**config.mk**
```make
export PLATFORM = sky130hd
export DESIGN_NAME = bath_request_ctrl_flat
export DESIGN_NICKNAME = d
export VERILOG_FILES = /design/src/rtl/bath_request_ctrl_if.sv /design/src/rtl/bath_request_ctrl.sv /design/src/flat_wrapper.sv
export SDC_FILE = /design/constraint.sdc
export NUM_CORES = 1
export LEC_CHECK = 0
export CORE_MARGIN = 8
export CORE_UTILIZATION = 45
export DETAILED_ROUTE_END_ITERATION = 8
export GPL_TIMING_DRIVEN = 0
export PLACE_DENSITY_LB_ADDON = 0.3
export RECOVER_POWER = 25
export SLEW_MARGIN = 20
export SYNTH_ARGS = -nofsm -noshare
export SYNTH_HDL_FRONTEND = slang
export SYNTH_SLANG_ARGS = --single-unit
```
**constraint.sdc**
```tcl
create_clock -name clk -period 1.6 [get_ports clk]
set_input_delay 0.32 -clock clk [delete_from_list [all_inputs] [get_ports clk]]
set_output_delay 0.32 -clock clk [all_outputs]
set_load 0.01 [all_outputs]
```
**src/rtl/bath_request_ctrl_if.sv**
```systemverilog
// bath_request_ctrl_if: button pulses, delay-block acknowledges and status outputs of the lock request controller.
interface bath_request_ctrl_if #(parameter int OCC_W = 2);
    logic             arrive_req;
    logic             depart_req;
    logic             arriving;
    logic             departing;
    logic             clr_err;
    logic [1:0]       bathysphereSignal;
    logic             busy;
    logic [OCC_W-1:0] occupancy;
    logic             rejected;
    logic             timeout_err;
    modport master (
        input  arrive_req, depart_req, arriving, departing, clr_err,
        output bathysphereSignal, busy, occupancy, rejected, timeout_err
    );
    modport slave (
        output arrive_req, depart_req, arriving, departing, clr_err,
        input  bathysphereSignal, busy, occupancy, rejected, timeout_err
    );
endinterface

```
**src/rtl/bath_request_ctrl.sv**
```systemverilog
// bath_request_ctrl: holds arrive/depart requests to the delay block until acknowledged, tracking lock occupancy.
// Define BATH_REQ_QUEUE_EN to keep one request that arrives mid-handshake instead of rejecting it.
module bath_request_ctrl #(
    parameter int TIMEOUT_CYCLES = 40,
    parameter int MAX_OCC        = 3,
    parameter int OCC_W          = 2
) (
    input logic                 clk,
    input logic                 reset,
    bath_request_ctrl_if.master bus
);
`ifdef BATH_REQ_QUEUE_EN
    localparam bit QUEUE_EN = 1'b1;
`else
    localparam bit QUEUE_EN = 1'b0;
`endif
    localparam int               TW      = $clog2(TIMEOUT_CYCLES);
    localparam logic [TW-1:0]    T_LAST  = TW'(TIMEOUT_CYCLES - 1);
    localparam logic [OCC_W-1:0] OCC_MAX = OCC_W'(MAX_OCC);

    typedef enum logic [1:0] {IDLE, REQ_ARR, REQ_DEP, RELEASE} state_t;

    state_t           r_state, w_state_nxt;
    logic [TW-1:0]    r_timer, w_timer_nxt;
    logic [OCC_W-1:0] r_occ, w_occ_nxt;
    logic [1:0]       r_sig;
    logic             r_busy, r_rej, r_err, r_pend_v, r_pend_dep;
    logic             w_rej, w_err_set, w_pend_v_nxt, w_pend_dep_nxt;
    logic             w_req_arr, w_req_dep, w_xtra_arr, w_xtra_dep;
    logic             w_occ_full, w_occ_empty;

    assign w_occ_full  = r_occ >= OCC_MAX;
    assign w_occ_empty = r_occ == '0;

    // Split this cycle's pulses into the request served from IDLE and leftovers handled as busy requests.
    always_comb begin
        w_req_arr  = 1'b0;
        w_req_dep  = 1'b0;
        w_xtra_arr = bus.arrive_req;
        w_xtra_dep = bus.depart_req;
        if (r_state == IDLE) begin
            if (r_pend_v) begin
                w_req_dep = r_pend_dep;
                w_req_arr = !r_pend_dep;
            end else if (bus.depart_req && !w_occ_empty) begin
                w_req_dep  = 1'b1;
                w_xtra_dep = 1'b0;
            end else begin
                w_req_dep  = bus.depart_req;
                w_req_arr  = bus.arrive_req;
                w_xtra_dep = 1'b0;
                w_xtra_arr = 1'b0;
            end
        end
    end

    always_comb begin
        w_state_nxt    = r_state;
        w_timer_nxt    = '0;
        w_occ_nxt      = r_occ;
        w_err_set      = 1'b0;
        w_rej          = 1'b0;
        w_pend_v_nxt   = r_pend_v;
        w_pend_dep_nxt = r_pend_dep;
        case (r_state)
            IDLE: begin
                w_pend_v_nxt = 1'b0;
                if (w_req_dep && !w_occ_empty)
                    w_state_nxt = REQ_DEP;
                else if (w_req_arr && !w_occ_full)
                    w_state_nxt = REQ_ARR;
                w_rej = (w_req_dep && w_occ_empty) || (w_req_arr && w_occ_full);
            end
            REQ_ARR, REQ_DEP: begin
                w_timer_nxt = r_timer + 1'b1;
                if (r_state == REQ_ARR ? bus.arriving : bus.departing) begin
                    w_occ_nxt   = r_state == REQ_ARR ? (w_occ_full ? r_occ : r_occ + 1'b1)
                                                     : (w_occ_empty ? r_occ : r_occ - 1'b1);
                    w_state_nxt = RELEASE;
                end else if (bus.arriving || bus.departing || r_timer == T_LAST) begin
                    w_err_set   = 1'b1;
                    w_state_nxt = RELEASE;
                end
            end
            default: if (!bus.arriving && !bus.departing) w_state_nxt = IDLE;
        endcase
        if (w_xtra_arr || w_xtra_dep) begin
            if (QUEUE_EN && !r_pend_v) begin
                w_pend_v_nxt   = 1'b1;
                w_pend_dep_nxt = w_xtra_dep;
                w_rej          = w_rej || (w_xtra_arr && w_xtra_dep);
            end else begin
                w_rej = 1'b1;
            end
        end
    end

    always_ff @(posedge clk or negedge reset) begin
        if (!reset) begin
            r_state    <= IDLE;
            r_timer    <= '0;
            r_occ      <= '0;
            r_sig      <= 2'b00;
            r_busy     <= 1'b0;
            r_rej      <= 1'b0;
            r_err      <= 1'b0;
            r_pend_v   <= 1'b0;
            r_pend_dep <= 1'b0;
        end else begin
            r_state    <= w_state_nxt;
            r_timer    <= w_timer_nxt;
            r_occ      <= w_occ_nxt;
            r_sig      <= w_state_nxt == REQ_ARR ? 2'b01 : w_state_nxt == REQ_DEP ? 2'b10 : 2'b00;
            r_busy     <= w_state_nxt != IDLE;
            r_rej      <= w_rej;
            r_err      <= w_err_set || (r_err && !bus.clr_err);
            r_pend_v   <= w_pend_v_nxt;
            r_pend_dep <= w_pend_dep_nxt;
        end
    end

    assign bus.bathysphereSignal = r_sig;
    assign bus.busy              = r_busy;
    assign bus.occupancy         = r_occ;
    assign bus.rejected          = r_rej;
    assign bus.timeout_err       = r_err;
endmodule

```
**src/flat_wrapper.sv**
```systemverilog
// flat-port wrapper written by rule: the top's interface ports become plain ports
module bath_request_ctrl_flat 
#(
    parameter int TIMEOUT_CYCLES = 40,
    parameter int MAX_OCC        = 3,
    parameter int OCC_W          = 2
)
  (clk, reset, bus_arrive_req, bus_depart_req, bus_arriving, bus_departing, bus_clr_err, bus_bathysphereSignal, bus_busy, bus_occupancy, bus_rejected, bus_timeout_err);
  bath_request_ctrl_if #(.OCC_W(OCC_W)) bus_i ();
  input logic clk;
  input logic reset;
  input wire logic [$bits(bus_i.arrive_req)-1:0] bus_arrive_req;
  input wire logic [$bits(bus_i.depart_req)-1:0] bus_depart_req;
  input wire logic [$bits(bus_i.arriving)-1:0] bus_arriving;
  input wire logic [$bits(bus_i.departing)-1:0] bus_departing;
  input wire logic [$bits(bus_i.clr_err)-1:0] bus_clr_err;
  output wire logic [$bits(bus_i.bathysphereSignal)-1:0] bus_bathysphereSignal;
  output wire logic [$bits(bus_i.busy)-1:0] bus_busy;
  output wire logic [$bits(bus_i.occupancy)-1:0] bus_occupancy;
  output wire logic [$bits(bus_i.rejected)-1:0] bus_rejected;
  output wire logic [$bits(bus_i.timeout_err)-1:0] bus_timeout_err;
  assign bus_i.arrive_req = bus_arrive_req;
  assign bus_i.depart_req = bus_depart_req;
  assign bus_i.arriving = bus_arriving;
  assign bus_i.departing = bus_departing;
  assign bus_i.clr_err = bus_clr_err;
  assign bus_bathysphereSignal = bus_i.bathysphereSignal;
  assign bus_busy = bus_i.busy;
  assign bus_occupancy = bus_i.occupancy;
  assign bus_rejected = bus_i.rejected;
  assign bus_timeout_err = bus_i.timeout_err;
  bath_request_ctrl #(.TIMEOUT_CYCLES(TIMEOUT_CYCLES), .MAX_OCC(MAX_OCC), .OCC_W(OCC_W)) u_core (.clk(clk), .reset(reset), .bus(bus_i));
endmodule
```
== Yosys cells after proc, flatten, opt, wreduce, memory -nomap -nowiden ==
Cells that the tools add are included.

* $add $sub $neg: 3
* Order comparisons: 1
* Equality and inequality tests: 7
* Mux-type cells: 25
* Reductions and logical operators: 22

{| class="wikitable"
|+ Operator list
! kind !! number
|-
| two-way mux 2 bit || 10
|-
| two-way mux 1 bit || 13
|-
| logical AND 1 bit || 7
|-
| adder 6 x 1 -> 6 bit, second input constant || 1
|-
| equality test 6 bit, second input constant || 1
|-
| two-way mux 6 bit || 1
|-
| logical NOT 1 bit || 5
|-
| logical OR 1 bit || 5
|-
| equality test 2 x 1 -> 1 bit, second input constant || 2
|-
| equality test 2 bit, second input constant || 2
|-
| logical NOT 2 bit || 2
|-
| inequality test 2 bit, second input constant || 2
|-
| one-hot mux 2 bit (2 select lines) || 1
|-
| AND reduction 4 bit || 1
|-
| adder 2 x 1 -> 2 bit, second input constant || 1
|-
| >= comparator 2 bit, second input constant || 1
|-
| nonzero test 2 bit || 1
|-
| OR reduction 2 bit || 1
|-
| subtractor 2 x 1 -> 2 bit, second input constant || 1
|}

* Bits in registers: 15
* Input port bits: 7
* Word-level logic and storage cells: 65

== Depth between registers and ports, before layout ==
* Depth after elaboration: 12
* Gate-level depth with buffers: 8
* Mapped depth without buffers: 8

== Worst setup path before layout ==
OpenSTA, ideal clock, no wires.

* Path type: flip-flop to flip-flop
* From: reg u_core.r_occ[0], in the netlist u_core.bus.occupancy[0]
* To: reg u_core.r_sig[1], in the netlist u_core.bus.bathysphereSignal[1]
* Library setup time: 0.125 ns
* Arrival: 1.280 ns
* Data required time: 1.475 ns
* Slack: 0.196 ns
* Cell stages (with the launch flop): 8
* Clock period less this slack: 1.404 ns
* Cell sequence: dfrtp_1 > buf_6 > a21bo_1 > a211o_1 > nand2_1 > o211ai_2 > inv_2 > nor2_1

* Cells in the longest elaborated chain, start to end: 12
* Elaborated cells on any way between the ends: 18

{| class="wikitable"
|+ RTL lines
! what !! line !! RTL
|-
| start: declaration || bath_request_ctrl.sv:25 || <nowiki>logic [OCC_W-1:0] r_occ, w_occ_nxt;</nowiki>
|-
| start signal: assignment || bath_request_ctrl.sv:112 || <nowiki>r_occ <= w_occ_nxt;</nowiki>
|-
| logical NOT 2 bit || bath_request_ctrl.sv:33 || <nowiki>assign w_occ_empty = r_occ == '0;</nowiki>
|-
| logical NOT 1 bit || bath_request_ctrl.sv:45, bath_request_ctrl.sv:68 ||
|-
| logical AND 1 bit || bath_request_ctrl.sv:45 || <nowiki>end else if (bus.depart_req && !w_occ_empty) begin</nowiki>
|-
| two-way mux 1 bit || bath_request_ctrl.sv:45 ||
|-
| two-way mux 1 bit || bath_request_ctrl.sv:41 || <nowiki>if (r_state == IDLE) begin</nowiki>
|-
| logical AND 1 bit || bath_request_ctrl.sv:70 || <nowiki>else if (w_req_arr && !w_occ_full)</nowiki>
|-
| two-way mux 2 bit || bath_request_ctrl.sv:70 ||
|-
| two-way mux 2 bit (*) || bath_request_ctrl.sv:68 || <nowiki>if (w_req_dep && !w_occ_empty)</nowiki>
|-
| one-hot mux 2 bit (2 select lines) (*) || bath_request_ctrl.sv:65 || <nowiki>case (r_state)</nowiki>
|-
| via u_core.w_state_nxt[0] || bath_request_ctrl.sv:23 || <nowiki>state_t r_state, w_state_nxt;</nowiki>
|-
| equality test 2 bit || bath_request_ctrl.sv:113 || <nowiki>r_sig <= w_state_nxt == REQ_ARR ? 2'b01 : w_state_nxt == REQ_DEP ? 2'b10 : 2'b00;</nowiki>
|-
| two-way mux 2 bit || bath_request_ctrl.sv:113 ||
|-
| two-way mux 2 bit (*) || bath_request_ctrl.sv:113 ||
|-
| end signal: assignment || bath_request_ctrl.sv:113 ||
|-
| end: declaration || bath_request_ctrl.sv:26 || <nowiki>logic [1:0] r_sig;</nowiki>
|}

The timed path passes the listed nets; every way through them passes the cells marked *.
A chain may end at the register's enable or synchronous reset.

== Worst setup path in the final report ==
* From: reg u_core.r_occ[0], in the netlist u_core.bus.occupancy[0]
* To: out bus_occupancy[0]

{| class="wikitable"
|+ RTL lines
! what !! line !! RTL
|-
| end: declaration || flat_wrapper.sv:19 || <nowiki>output wire logic [$bits(bus_i.occupancy)-1:0] bus_occupancy;</nowiki>
|}

No word-level cell between the ends.

==> results by stage <==
Finish:
- The filler cell count in the final layout is 141.
- For this run, the share of the core covered by cells in the final layout is 61.6%.
- The final non-filler cell total is 118.
- Summing all non-filler instances in the final layout gives an area of 1030 um^2.
- The net count of the finished layout is 113.
- Relative to the synthesized area, the layout overhead comes to 32.1%.
- The count of antenna diodes in the layout is 0.
- Of the cells placed in the final design, the portion with a size suffix greater than 1 is 21.8%.

Yosys:
- The post-synthesis async set-or-reset flop share is 100%.
- After synthesis, the cell types taking the most area are dfrtp_1 (48%), ha_1 (6.4%), nor2_1 (3.9%).
- The number of warnings issued by yosys is 0.
- The leading area contributor after synthesis is dfrtp_1.
- Ranked by instance count, the synthesized netlist is headed by dfrtp_1 (15), nor2_1 (8), nand2_1 (6).
- Measured against the total synthesized area, the mux share comes to 0%.
- Counting distinct cell types in the post-synthesis netlist gives 30.
- The average instance area after synthesis is 9.87 um^2.
- The xor and xnor area share after synthesis is 4.49%.
- For this run, the leading register cell type out of synthesis is dfrtp_1.
- The most frequent cell after synthesis is dfrtp_1.
- Summing the sequential cell areas from Yosys gives 48.2% of the chip area.
- The netlist area before placement is 779 um^2.
- The number of synthesized register bits is 15.
- The area fraction in and, or, nand and nor cells after synthesis is 22.2%.
- Summing the areas of all fa, ha and maj instances in the mapped netlist gives 6.42% of the synthesized area.
- The combinational family with the most area after synthesis is simple AND/OR/NAND/NOR gates.
- Of the post-synthesis cell area, the dominant cell type holds 48.2%.
- The number of cells produced by synthesis is 79.
- When the netlist entered floorplanning its net count stood at 90.
- In this run, synthesis inferred 0 flip-flops with an integrated enable.
- The synthesized-area fraction occupied by ao, oa, aoi and oai cells is 14.0%.

STA:
- The minimum period implied by the final worst setup slack is 1.51 ns.
- In this run the tightest slew margin relative to its limit is 55.5%.
- Setup violations remaining at the end of the flow were counted as 0.
- The slew at the pin with the worst max-slew slack is 0.665 ns.
- Timing would allow up to 661 MHz.
- After layout, the worst setup slack is 0.0870 ns.
- The final max-slew violation count came to 0.
- The final hold violation count is 0.
- On the final layout, the worst clock skew is 0.00266 ns.
- The part of the cycle the worst path needs is 94.6%.

Critical path:
- In this design, the stage delay of the slowest critical-path cell is 0.54 ns.
- The slowest stage of the critical path is the clkdlybuf4s50_1 cell.
- In this run the critical register-to-register path is captured at u_core.bus.bathysphereSignal[1].
- The kind of end point of the critical path is a primary output.
- The category of cells accounting for the largest share of critical-path delay is buffers and inverters.
- Counting both buffers and inverters, the worst setup path holds a total of 1.
- The beginning of the worst register-to-register path is u_core.bus.occupancy[1].
- The worst setup slack for register-to-register paths is 0.09 ns.
- Along the worst path, the maximum fanout reaches 2.
- The critical path goes through clkdlybuf4s50_1.
- The number of cells on the worst reg-to-reg path is 7.
- The critical path is of the reg2out type.
- The category of the worst setup path launch point is a flip-flop.
- STA puts the critical path data arrival time at 1.19 ns.
- The critical path required time is 1.28 ns.

Clocking:
- The clock latency of the later-clocked register in the worst-skew pair is 0.28 ns.
- CTS built an H-tree with a depth of 1.
- Clock-pin slew was measured on the worst setup and hold paths at 0.09 ns.
- The maximum root-to-sink buffer count is 2.
- The number of buffers created by CTS is 3.
- Buffers inserted to repair hold after CTS numbered 0.
- The count of clock tree sinks is 15.
- The CTS tree is yes.
- The root buffer selected by CTS is clkbuf_4.

Routing:
- The detailed-route vias per instance is 5.26.
- The total via count after detailed routing is 621.
- The uppermost layer routed is met3.
- The final routed DRC violation total is 0.
- The pre-antenna-repair detailed-routing pass consisted of 4 iterations.
- The amount of wire on met2 after detailed routing is 682 um.
- For this block, the routed nets add up to 1470 um of wire.
- In the final routing, the length of wire on met1 measures 683 um.
- Summed over all nets, wire length on met3 after detailed routing comes to 101 um.
- For this block, the initial DRC count from the detailed router was 10.
- Dividing the detail-routed wire length by the instance count gives 12.4 um.
- The count of nets left with antenna violations after detail routing is 0.

Pwr:
- Per report_power, the clock group accounts for 11.3% of the total.
- The worst supply voltage drop on vdd is 0.00128 V.
- Registers are responsible for 31.2% of the overall power.
- The fraction of power spent switching nets is 39.4%.
- Combinational logic is responsible for 57.5% of the overall power.
- Dividing total power by cell area gives a power density of 1890 nW/um^2.
- The completed layout was analyzed and its total power is 1.95 mW.
- Cell internal power was estimated by the tool at 1.18 mW.
- For this design the static power due to leakage is 0.461 nW.
- For this design the total switching power over the nets is 0.767 mW.

Job:
- The max-capacitance violation count is 0.

Min path:
- The startpoint of the worst hold path is bus_arrive_req.
- The destination of the worst hold path is u_core.bus.rejected.
- The worst hold path cell count is 3.
- The tightest min-delay check is of the in2reg type.

Floorplanning:
- The initialized floorplan defines 15 standard-cell rows.
- The initial core utilization is 46.7%.
- The vertical extent of the die is 57.6 um.
- The core footprint is 1670 um^2.
- The horizontal die dimension is 57.6 um.
- The I/O pin count is 14.
- The die outline area is 3320 um^2.

Global route:
- Entering global routing, the biggest net connects 16 pins.
- The aggregate global routing overflow is 0.
- Global routing used 9.29% of the available tracks across all layers.
- The number of global-route vias before repair is 606.
- The first-pass GRT wire length is 2480 um.
- The initial antenna violation count is 0.

Placed design:
- Input and output buffers added on the ports amount to 13.
- Detailed placement ended at an HPWL of 1090 um.
- In this run, placement finished with an instance count of 109.
- The area after detailed placement is 931 um^2.
- The post-placement worst setup slack is -0.222 ns.
- The congestion estimate from routability-driven global placement came to 0.797.

Status:
- The run finished with clean final reports.
## repair_timing
action                     in CTS  in global routing
gates cloned                    0                  0
buffers inserted                1                  4
gates resized for setup         1                  8
pin swaps                       0                  4
setup endpoints to repair       1                  6
## cell type report
cell class              instances  area (um^2)  area share, %
flip-flops and latches         15          377           36.6
clock buffers                   3         22.5           2.19
repair buffers                 18          170           16.5
well taps                      17         21.3           2.07
clock inverters                 1         7.51          0.729
multi-input cells              56          394           38.3
plain buffers                   2         15.0           1.46
inverters                       6         22.5           2.19
## kinds of logic (layout without fill, tap and decap cells)
family | Yosys count | count (layout)
flip-flops | 15 | 15
XOR/XNOR | 4 | 4
AND/OR/NAND/NOR | 32 | 32
buffers and inverters | 8 | 30
AO/OA/AOI/OAI | 16 | 16
adder cells (fa/ha/maj) | 4 | 4
## per-stage QoR
step,TNS [ns],hold slack [ns]
2_1_floorplan,0,0.0244
3_3_place_gp,-0.816,0.454
3_5_place_dp,-0.868,0.462
4_1_cts,0,0.461
5_1_grt,-0.0267,0.409
6_report,0,0.392
## state kept, by name, indices dropped and copies added (netlist names)
register / cells
u_core.r_state: 2
u_core.bus.bathysphereSignal: 2
u_core.r_timer: 6
u_core.bus.rejected: 1
u_core.bus.busy: 1
u_core.bus.occupancy: 2
u_core.bus.timeout_err: 1
## metal layers
metal | global-route usage (%) | vias to the layer above
met5 | 0 | -
met4 | 1.07 | 0
met3 | 4.86 | 0
met2 | 15.6 | 12
met1 | 10.5 | 291
li1 | - | 318
## worst max-delay path by stage
stage	start	endpoint	slack, ns	depth (start not counted)
final	u_core.bus.occupancy[0]	bus_occupancy[0]	0.09	1
after global routing	u_core.r_timer[0]	u_core.bus.bathysphereSignal[0]	-0.02	7
after floorplan	u_core.bus.occupancy[0]	u_core.bus.bathysphereSignal[1]	0.20	7
after detailed placement	bus_arrive_req	u_core.bus.bathysphereSignal[1]	-0.22	7
after CTS	u_core.r_state[0]	u_core.bus.bathysphereSignal[0]	0.02	7
after global placement	bus_arrive_req	u_core.bus.bathysphereSignal[1]	-0.20	7
## power by group through the flow
stage	clock network (mW)	registers, mW	logic [mW]
5_1_grt	0.248	0.624	1.27
4_1_cts	0.229	0.606	0.967
6_report	0.219	0.609	1.12
2_1_floorplan	0	0.642	0.623
3_3_place_gp	0	0.616	0.929
3_5_place_dp	0	0.619	0.941
## cells in the final DEF (no fill, tap or decap), types with 2 or more instances in the layout
cell              n
a21oi_1           4
and2_1            4
o21ai_0           3
clkdlybuf4s50_1  11
nand4b_1          2
nor2_1            5
nand3_1           4
inv_2             2
o21a_1            2
clkbuf_4          3
nand2_1           6
nor2_2            3
dfrtp_1          14
inv_1             4
buf_4             5
xnor2_1           3
nor2b_1           2
ha_1              2
Note: power is estimated with default switching activity, not from simulation.
